`config.mk`:
```
export PLATFORM = sky130hd
export DESIGN_NAME = ram_rd_stream
export DESIGN_NICKNAME = d
export VERILOG_FILES = /design/src/rtl/ram_rd_stream_pkg.sv /design/src/rtl/ram_rd_obuf.sv /design/src/rtl/ram_rd_stream.sv
export SDC_FILE = /design/constraint.sdc
export NUM_CORES = 1
export LEC_CHECK = 0
export ABC_AREA = 1
export CAP_MARGIN = 20
export CORE_AREA = 2 2 219 221
export DETAILED_ROUTE_END_ITERATION = 12
export DIE_AREA = 0 0 221 223
export HOLD_SLACK_MARGIN = 0.1
export SYNTH_ARGS = -nofsm -noshare
export SYNTH_HDL_FRONTEND = slang
export SYNTH_SLANG_ARGS = --single-unit
```
`constraint.sdc`:
```
create_clock -name i_clk -period 1.95 [get_ports i_clk]
set_input_delay 0.2925 -clock i_clk [delete_from_list [all_inputs] [get_ports i_clk]]
set_output_delay 0.2925 -clock i_clk [all_outputs]
set_load 0.05 [all_outputs]
```
`src/rtl/ram_rd_stream_pkg.sv`:
```
// Shared types and default geometry for the RAM read-side stream sequencer.
package ram_rd_stream_pkg;

  localparam int unsigned RD_WIDTH_DEF = 264;
  localparam int unsigned RD_DEPTH_DEF = 2048;

  typedef enum logic [1:0] {
    RD_IDLE  = 2'd0,
    RD_FETCH = 2'd1,
    RD_DONE  = 2'd2
  } rd_state_e;

endpackage

```
`src/rtl/ram_rd_obuf.sv`:
```
// One-entry registered output stage: loads a RAM word, holds it under
// back-pressure and drops valid only after a handshake.
module ram_rd_obuf #(
  parameter int unsigned WIDTH = 264
) (
  input  logic             i_clk,
  input  logic             i_rst_n,
  input  logic             i_load,
  input  logic             i_ready,
  input  logic [WIDTH-1:0] i_data,
  input  logic             i_last,
  output logic             o_valid,
  output logic [WIDTH-1:0] o_data,
  output logic             o_last
);

  always_ff @(posedge i_clk or negedge i_rst_n) begin
    if (!i_rst_n) begin
      o_valid <= 1'b0;
      o_last  <= 1'b0;
      // NOTE: the data register is reset too, so a wide beat never shows X after reset.
      o_data  <= '0;
    end else if (i_load) begin
      o_valid <= 1'b1;
      o_data  <= i_data;
      o_last  <= i_last;
    end else if (i_ready) begin
      o_valid <= 1'b0;
      o_last  <= 1'b0;
    end
  end

endmodule

```
`src/rtl/ram_rd_stream.sv`:
```
// Read sequencer: streams a contiguous (optionally strided, wrapping) range of
// RAM words onto a valid/ready port. Define RAM_RD_STRIDE_EN to add i_stride.
module ram_rd_stream
  import ram_rd_stream_pkg::*;
#(
  parameter int unsigned WIDTH  = RD_WIDTH_DEF,
  parameter int unsigned DEPTH  = RD_DEPTH_DEF,
  parameter int unsigned ADDR_W = $clog2(DEPTH)
) (
  input  logic              i_clk,
  input  logic              i_rst_n,
  input  logic              i_start,
  input  logic [ADDR_W-1:0] i_base_addr,
  input  logic [ADDR_W:0]   i_len,
`ifdef RAM_RD_STRIDE_EN
  input  logic [ADDR_W-1:0] i_stride,
`endif
  output logic              o_busy,
  output logic              o_done,
  output logic [ADDR_W-1:0] o_ram_addr,
  input  logic [WIDTH-1:0]  i_ram_data,
  output logic              o_valid,
  output logic [WIDTH-1:0]  o_data,
  output logic              o_last,
  input  logic              i_ready
);

  localparam logic [ADDR_W+1:0] DEPTH_X1 = (ADDR_W+2)'(DEPTH);
  localparam logic [ADDR_W+1:0] DEPTH_X2 = (ADDR_W+2)'(2 * DEPTH);

  rd_state_e         state;
  logic [ADDR_W-1:0] addr_q;
  logic [ADDR_W:0]   rem_q;
  logic [ADDR_W-1:0] stride_q;
  logic [ADDR_W-1:0] addr_next;
  logic [ADDR_W+1:0] addr_sum;
  logic              load;
  logic              last_hs;

`ifndef RAM_RD_STRIDE_EN
  assign stride_q = ADDR_W'(1);
`endif

  assign o_ram_addr = addr_q;
  assign load       = (state == RD_FETCH) && (!o_valid || i_ready) && (rem_q != '0);
  assign last_hs    = (state == RD_FETCH) && o_valid && i_ready && o_last;

  // Wrap modulo DEPTH; stride can reach 2*DEPTH-1 when DEPTH is not a power of two.
  always_comb begin
    // NOTE: every combinational output gets a default first so no latch is inferred.
    addr_sum  = {2'b00, addr_q} + {2'b00, stride_q};
    addr_next = addr_sum[ADDR_W-1:0];
    if (addr_sum >= DEPTH_X2) begin
      addr_next = ADDR_W'(addr_sum - DEPTH_X2);
    end else if (addr_sum >= DEPTH_X1) begin
      addr_next = ADDR_W'(addr_sum - DEPTH_X1);
    end
  end

  always_ff @(posedge i_clk or negedge i_rst_n) begin
    if (!i_rst_n) begin
      state  <= RD_IDLE;
      addr_q <= '0;
      rem_q  <= '0;
      o_busy <= 1'b0;
      o_done <= 1'b0;
`ifdef RAM_RD_STRIDE_EN
      stride_q <= '0;
`endif
    end else begin
      // NOTE: o_done is defaulted low each cycle with a non-blocking assignment, making it a pulse.
      o_done <= 1'b0;
      case (state)
        RD_IDLE: begin
          if (i_start) begin
            addr_q <= i_base_addr;
            rem_q  <= i_len;
`ifdef RAM_RD_STRIDE_EN
            stride_q <= i_stride;
`endif
            if (i_len != '0) begin
              state  <= RD_FETCH;
              o_busy <= 1'b1;
            end else begin
              state  <= RD_DONE;
              o_done <= 1'b1;
            end
          end
        end
        RD_FETCH: begin
          if (load) begin
            addr_q <= addr_next;
            rem_q  <= rem_q - (ADDR_W+1)'(1);
          end
          if (last_hs) begin
            state  <= RD_DONE;
            o_busy <= 1'b0;
            o_done <= 1'b1;
          end
        end
        RD_DONE: state <= RD_IDLE;
        default: state <= RD_IDLE;
      endcase
    end
  end

  ram_rd_obuf #(.WIDTH(WIDTH)) u_obuf (
    .i_clk   (i_clk),
    .i_rst_n (i_rst_n),
    .i_load  (load),
    .i_ready (i_ready),
    .i_data  (i_ram_data),
    .i_last  (rem_q == (ADDR_W+1)'(1)),
    .o_valid (o_valid),
    .o_data  (o_data),
    .o_last  (o_last)
  );

endmodule

```
==> qor.json, run 1 <==
{
  "detail_route.vias_per_cell": 4.24,
  "intPower_mw": 19.8,
  "row_count": 80,
  "routed-via-count": 11300,
  "synth_enable_flop_cells": 0,
  "post-cts-setup-buffer-count": 0,
  "worst_path_max_fanout": 7,
  "critical_path.n_buffers_inverters": 1,
  "ctsLongestPathBuffers": 3,
  "transition_time_at_the_pin_with_the_least_slew_margin_ns": 0.578,
  "grt_overflow": 0,
  "part_of_the_power_in_registers_pct": 26.1,
  "floorplan.die.width_um": 221,
  "register_clock_pin_slew_on_the_reported_worst_setup_and_hold_paths_ns": 0.06,
  "tritoncts": "built",
  "report.power.total_mw": 41.6,
  "timing.critical_path.from_type": "flip-flop",
  "first_global_vias": 11500,
  "grt_util_met2_pct": 28.5,
  "crit_required_ns": 1.66,
  "met3_usage_pct": 4.25,
  "ys_types": 25,
  "floorplan.die.height_um": 223,
  "floorplan.initialDensity_pct": 25.2,
  "maxClockFrequency_mhz": 544,
  "grt_use_total_pct": 16.8,
  "worst_path_dominant_cell_family": "buffers and inverters",
  "setup_viol": 0,
  "clock_buffer_count_from_cts": 36,
  "synth_fp_nets": 1718,
  "detail_route.first_pass.iterations": 4,
  "timing_hold_violations_final": 0,
  "wirelength_um": 42700,
  "clock_network_fraction_of_design_power_pct": 16.4,
  "multi_input_area_um2": 4070,
  "grt_antenna_before_repair": 1,
  "root_buffer": "sky130_fd_sc_hd__clkbuf_16",
  "io_buffer_count": 569,
  "critPathKind": "flip-flop to output port",
  "design.final.nets": 2318,
  "worst-endpoint-arrival_ns": 1.55,
  "floorplan.die_area_um2": 49300,
  "initialDrtViolationCount": 723,
  "power.share.switching_pct": 52.5,
  "post_synth_inst_count": 1423,
  "synth_top_cells_by_count": "sky130_fd_sc_hd__nand2_1 (937), sky130_fd_sc_hd__dfrtp_1 (293), sky130_fd_sc_hd__buf_2 (35)",
  "fillerInstances": 4784,
  "vdd_drop_max_mv": 1.41,
  "worst_path_max_delay_cell": "sky130_fd_sc_hd__clkdlybuf4s15_1",
  "ys.warnings.count": 0,
  "seqCellArea_um2": 7330,
  "clk_latency_worst_skew_pair_ns": 0.52,
  "timing.final.crit_share_pct": 94.3,
  "gr-usage-met1_pct": 21.0,
  "grt_pass1_wl_um": 65900,
  "yosys-top-cells-area": "sky130_fd_sc_hd__dfrtp_1 (62%), sky130_fd_sc_hd__nand2_1 (30%), sky130_fd_sc_hd__buf_2 (1.5%)",
  "worstHoldPathType": "input pin to flip-flop",
  "post-dp-hpwl_um": 31900,
  "timing.final.crit_period_ns": 1.84,
  "n_antenna_cell": 0,
  "comb_power_share_pct": 57.4,
  "clkSinkCount": 293,
  "timing.max_slew.rel_slack_pct": 61.6,
  "power.switching_mw": 21.9,
  "yosysSeqAreaShare_pct": 61.6,
  "rsz_0062_raised_after_global_routing": "false",
  "ant_nets": 0,
  "timing.critical_path.slowest_cell_delay_ns": 0.54,
  "power_density_nw_per_um2": 2140,
  "core_um2": 47100,
  "p_leak_nw": 10.3,
  "synth_largest_area_cell": "sky130_fd_sc_hd__dfrtp_1",
  "io_pins": 570,
  "worst_clock_skew_ns": 0.0131,
  "htreeDepth": 2,
  "grt_start_max_net_pins": 57,
  "fin_hold_ws_ns": 0.294,
  "ys_seq_elements": 293,
  "area_growth_pct": 63.8,
  "crit_path_cell_trace": "clkdlybuf4s15_1",
  "drc_errors": 0,
  "timing.max_cap.violations": 0,
  "synth_top_flop_cell": "sky130_fd_sc_hd__dfrtp_1",
  "timing.final.max_slew_violations": 0,
  "synth_largest_type_area_fraction_pct": 61.6,
  "synth_async_sr_flop_share_pct": 100,
  "fin_tns_setup_ns": 0,
  "yosys.cell_count.top_type": "sky130_fd_sc_hd__nand2_1",
  "post_synth_instance_area_um2": 11900,
  "status": "finished, final reports clean",
  "final_layout_size_suffix_gt1_share_pct": 7.18,
  "avgRoutedWirePerCell_um": 16.0,
  "crit_path_end_kind": "output port",
  "grt_most_used_layer": "met2",
  "avgSynthCellArea_um2": 8.36,
  "place_congestion": 0.809
}
[power groups by stage]
| stage | combinational (mW) | clock (mW) | sequential (mW) |
|---|---|---|---|
| 3_5_place_dp | 25.8 | 0 | 11.0 |
| 3_3_place_gp | 25.6 | 0 | 11.0 |
| 6_report | 23.9 | 6.85 | 10.9 |
| 2_1_floorplan | 6.09 | 0 | 20.8 |
| 4_1_cts | 24.0 | 7.07 | 10.9 |
| 5_1_grt | 25.5 | 7.28 | 11.3 |
[flip-flops by register name (all words and copies together) (netlist names)]
signal,flops
rem_q,12
state,2
u_obuf.o_data,264
o_ram_addr,11
u_obuf.o_valid,1
o_busy,1
o_done,1
u_obuf.o_last,1
[through the flow]
| stage | area, um^2 | setup WS (ns) | cells | util (%) |
|---|---|---|---|---|
| 3_5_place_dp | 18500 | -0.0166 | 2598 | 39.3 |
| 2_1_floorplan | 11900 | 0.284 | 1423 | - |
| 3_3_place_gp | 18500 | 0.00294 | 2598 | 39.3 |
| 6_report | 19500 | 0.112 | 2662 | 41.3 |
| 4_1_cts | 19400 | 0.0514 | 2661 | 41.2 |
| 5_1_grt | 19500 | 0.0178 | 2662 | 41.3 |
[timing repair]
| item | 4_1_cts | 5_1_grt |
|---|---|---|
| cloned | 0 | 1 |
| hold endpoints to repair | 88 | 0 |
| gates resized for setup | 255 | 7 |
| hold buffers | 1 | 0 |
| endpoints found under the setup margin | 255 | 95 |
[final timing paths]
| kind | start | end | slack (ns) | depth (start not counted) |
|---|---|---|---|---|
| worst max-delay path | o_ram_addr[5] | o_ram_addr[5] | 0.11 | 1 |
| max in group asynchronous | i_rst_n | u_obuf.o_data[100] | 0.97 | 3 |
| worst min register to register | u_obuf.o_data[122] | u_obuf.o_data[122] | 0.47 | 2 |
| min in group asynchronous | i_rst_n | o_ram_addr[1] | 0.30 | 2 |
| worst min-delay path | i_ram_data[28] | u_obuf.o_data[28] | 0.29 | 3 |
| worst max register to register | rem_q[1] | u_obuf.o_data[173] | 0.16 | 10 |
[cell type report]
| type | instances | area share (%) |
|---|---|---|
| well taps | 615 | 3.95 |
| inverters | 26 | 0.539 |
| clock inverters | 9 | 0.764 |
| repair buffers | 628 | 30.8 |
| clock buffers | 53 | 5.42 |
| flip-flops and latches | 293 | 37.6 |
| multi-input cells | 1038 | 20.9 |
[per-layer routing]
| metal | vias to the layer above | share of wire, % |
|---|---|---|
| li1 | 5510 | - |
| met5 | - | 0.026 |
| met4 | 2 | 2.7 |
| met1 | 5296 | 43 |
| met3 | 65 | 6.8 |
| met2 | 413 | 48 |
[cell families (layout without fill, tap and decap cells)]
| kind of cell | count (synthesis) | in the layout | synth area share (%) |
|---|---|---|---|
| adders and majority gates | 4 | 4 | 0.421 |
| and+or+nand+nor | 1004 | 1004 | 32.2 |
| AOI/OAI and AO/OA | 29 | 29 | 1.34 |
| buffers and inverters | 92 | 716 | 4.28 |
| DFF | 293 | 293 | 61.6 |
| muxes | 1 | 1 | 0.0842 |
[layout by cell type (no fill, tap or decap), drive strengths merged, types with 2 or more instances in the layout]
cell type / n
nand3: 24
ha: 4
nand4: 5
clkdlybuf4s50: 289
dfrtp: 293
buf: 82
nor2: 29
o21ai: 21
dlygate4sd2: 254
or2: 3
inv: 25
bufinv: 4
o21a: 2
nand2: 940
a21o: 2
a21oi: 2
clkinv: 6
clkbuf: 54
nor3: 2
No activity file was read; power rests on OpenSTA's default activity.
==> run 2: changes to the inputs <==
- CELL_PAD_IN_SITES_DETAIL_PLACEMENT: not set -> 1
- CELL_PAD_IN_SITES_GLOBAL_PLACEMENT: not set -> 1
- CORE_AREA: 2 2 219 221 -> 2 2 225 227
- DIE_AREA: 0 0 221 223 -> 0 0 227 229
- MAX_ROUTING_LAYER: not set -> met4
- PLACE_DENSITY_LB_ADDON: not set -> 0.1
==> run 2 against run 1 <==
Clock skew fell by 0.0030 ns. First-iteration DRC count shrank 13%. Register-to-register slack gained 0.02 ns. Maximum frequency is 0.40% higher. Critical path type unchanged. Routed wire length rose by 18%. Largest cell class unchanged. Utilization fell by 1.8 points. Clock-buffer cell count rose by 5. Critical endpoint is now o_ram_addr[7]. Setup slack gained 0.0073 ns. Via count up 0.61%. Sequential share of layout area fell by 0.32 points. Power rose by 2.6%.
==> qor.json, run 2 (synthesis results as in run 1) <==
{
  "register_name_with_the_most_flops": "u_obuf.o_data",
  "core_um2": 49700,
  "register_clock_pin_slew_on_the_reported_worst_setup_and_hold_paths_ns": 0.06,
  "detail_route.vias_per_cell": 4.17,
  "status": "finished, final reports clean",
  "root_buffer": "sky130_fd_sc_hd__clkbuf_16",
  "worst_path_max_delay_cell": "sky130_fd_sc_hd__dlygate4sd2_1",
  "timing.final.crit_period_ns": 1.83,
  "floorplan.die.width_um": 227,
  "drc_errors": 0,
  "instances_no_fill": 2726,
  "area_growth_pct": 65.3,
  "timing.final.crit_share_pct": 93.9,
  "worst_path_dominant_cell_family": "buffers and inverters",
  "worst-r2r-setup-slack_ns": 0.18,
  "floorplan.initialDensity_pct": 24.0,
  "reg2regPathDepth": 10,
  "regToRegEndpoint": "u_obuf.o_data[150]",
  "tritoncts": "built",
  "io_buffer_count": 569,
  "clk_latency_worst_skew_pair_ns": 0.54,
  "clock_buffer_count_from_cts": 38,
  "setup_viol": 0,
  "worst_clock_skew_ns": 0.0101,
  "final_layout_size_suffix_gt1_share_pct": 9.45,
  "grt_pass1_wl_um": 75000,
  "crit_path_end_kind": "output port",
  "timing_hold_violations_final": 0,
  "clkSinkCount": 293,
  "dpl.cell_count": 2645,
  "layout.cells.most_common_list": "sky130_fd_sc_hd__nand2_1 (936), sky130_fd_sc_hd__dfrtp_1 (293), sky130_fd_sc_hd__clkdlybuf4s50_1 (289)",
  "vdd_drop_max_mv": 0.818,
  "wirelength_um": 50300,
  "ctsLongestPathBuffers": 3,
  "rsz_0062_raised_after_global_routing": "false",
  "grt_start_max_net_pins": 75,
  "crit_required_ns": 1.66,
  "timing.max_slew.rel_slack_pct": 61.0,
  "first_global_vias": 12000,
  "timing.final.max_slew_violations": 0,
  "critical_path.endpoint": "o_ram_addr[7]",
  "avgRoutedWirePerCell_um": 18.4,
  "detail_route.first_pass.iterations": 4,
  "worstHoldPathType": "input pin to async pin",
  "timing.max_cap.violations": 0,
  "worst_path_max_fanout": 6,
  "most_common_cell_after_layout_fill_and_taps_aside": "sky130_fd_sc_hd__nand2_1",
  "timing.critical_path.slowest_cell_delay_ns": 0.56,
  "max_reg_flops": 264,
  "grt_antenna_before_repair": 11,
  "fin_tns_setup_ns": 0,
  "power_density_nw_per_um2": 2170,
  "critPathLaunch": "o_ram_addr[7]",
  "place_congestion": 0.808,
  "htreeDepth": 2,
  "floorplan.die_area_um2": 52000,
  "floorplan.die.height_um": 229,
  "transition_time_at_the_pin_with_the_least_slew_margin_ns": 0.587,
  "worst-endpoint-arrival_ns": 1.54,
  "post-dp-hpwl_um": 37800,
  "crit-reg2reg-launch": "rem_q[0]",
  "post-route-util_pct": 39.6,
  "report.power.total_mw": 42.7,
  "post-route-worst-setup-slack_ns": 0.119,
  "critPathKind": "flip-flop to output port",
  "grt_overflow": 0,
  "maxClockFrequency_mhz": 546,
  "p_leak_nw": 10.3,
  "critical_path_depth": 1,
  "design.final.nets": 2309,
  "io_pins": 570,
  "ant_nets": 0,
  "grt_use_total_pct": 19.6,
  "timing.critical_path.from_type": "flip-flop",
  "crit_path_cell_trace": "dlygate4sd2_1",
  "initialDrtViolationCount": 627,
  "dpl_ws_ns": -0.00721,
  "routed-via-count": 11400,
  "row_count": 82,
  "critical_path.n_buffers_inverters": 1
}
==> run 2: changes by cell type in the layout (fill, tap and decap cells not counted), sizes merged <==
cell           delta
clkbuf            +4
clkinv            +3
dlygate4sd2      -44
buf              +35
bufinv            -2
diode            +12
clkdlybuf4s15     -1
==> run 2: worst min path at each step <==
stage / startpoint / to / slack, ns / cells after the start
3_5_place_dp: i_rst_n / u_obuf.o_data[179] / 0.16 / 1
6_report: i_rst_n / u_obuf.o_data[179] / 0.21 / 2
3_3_place_gp: i_rst_n / u_obuf.o_data[148] / 0.16 / 1
4_1_cts: i_rst_n / u_obuf.o_data[179] / 0.19 / 2
2_1_floorplan: i_rst_n / o_busy / -0.003 / 0
5_1_grt: i_rst_n / u_obuf.o_data[179] / 0.19 / 2
==> run 2: through the flow <==
stage	hold WS, ns	area (um^2)
floorplan	-0.00309	11900
global route	0.187	19700
CTS	0.191	19600
finish	0.208	19700
global placement	0.157	18600
detailed placement	0.157	18600
==> run 2: repair_timing <==
action / CTS / global route
buffers inserted: 0 / 0
setup endpoints to repair: 210 / 5
endpoints found under the hold margin: 293 / 0
hold buffers: 1 / 0
gates resized for setup: 210 / 3
==> run 2: layout make-up <==
type / count / area, um^2
Fill cell: 5909 / 30000
Clock inverter: 10 / 100
Multi-Input combinational cell: 1038 / 4080
Antenna cell: 12 / 30.0
Tap cell: 672 / 841
Timing Repair Buffer: 617 / 5950
Inverter: 26 / 105
Clock buffer: 58 / 1220
Sequential cell: 293 / 7330
==> run 2: per-layer routing <==
layer | vias up | global-route usage [%] | share of wire [%]
li1 | 5509 | - | -
met4 | 0 | 5.51 | 2.2
met2 | 324 | 33.4 | 50
met1 | 5460 | 21.9 | 40
met3 | 62 | 6.40 | 8.0
met5 | - | - | 0
==> run 2: power by group <==
group	internal (mW)	switching [mW]
sequential	9.11	1.71
clock	4.56	2.78
combinational	6.66	17.9
total	20.3	22.4
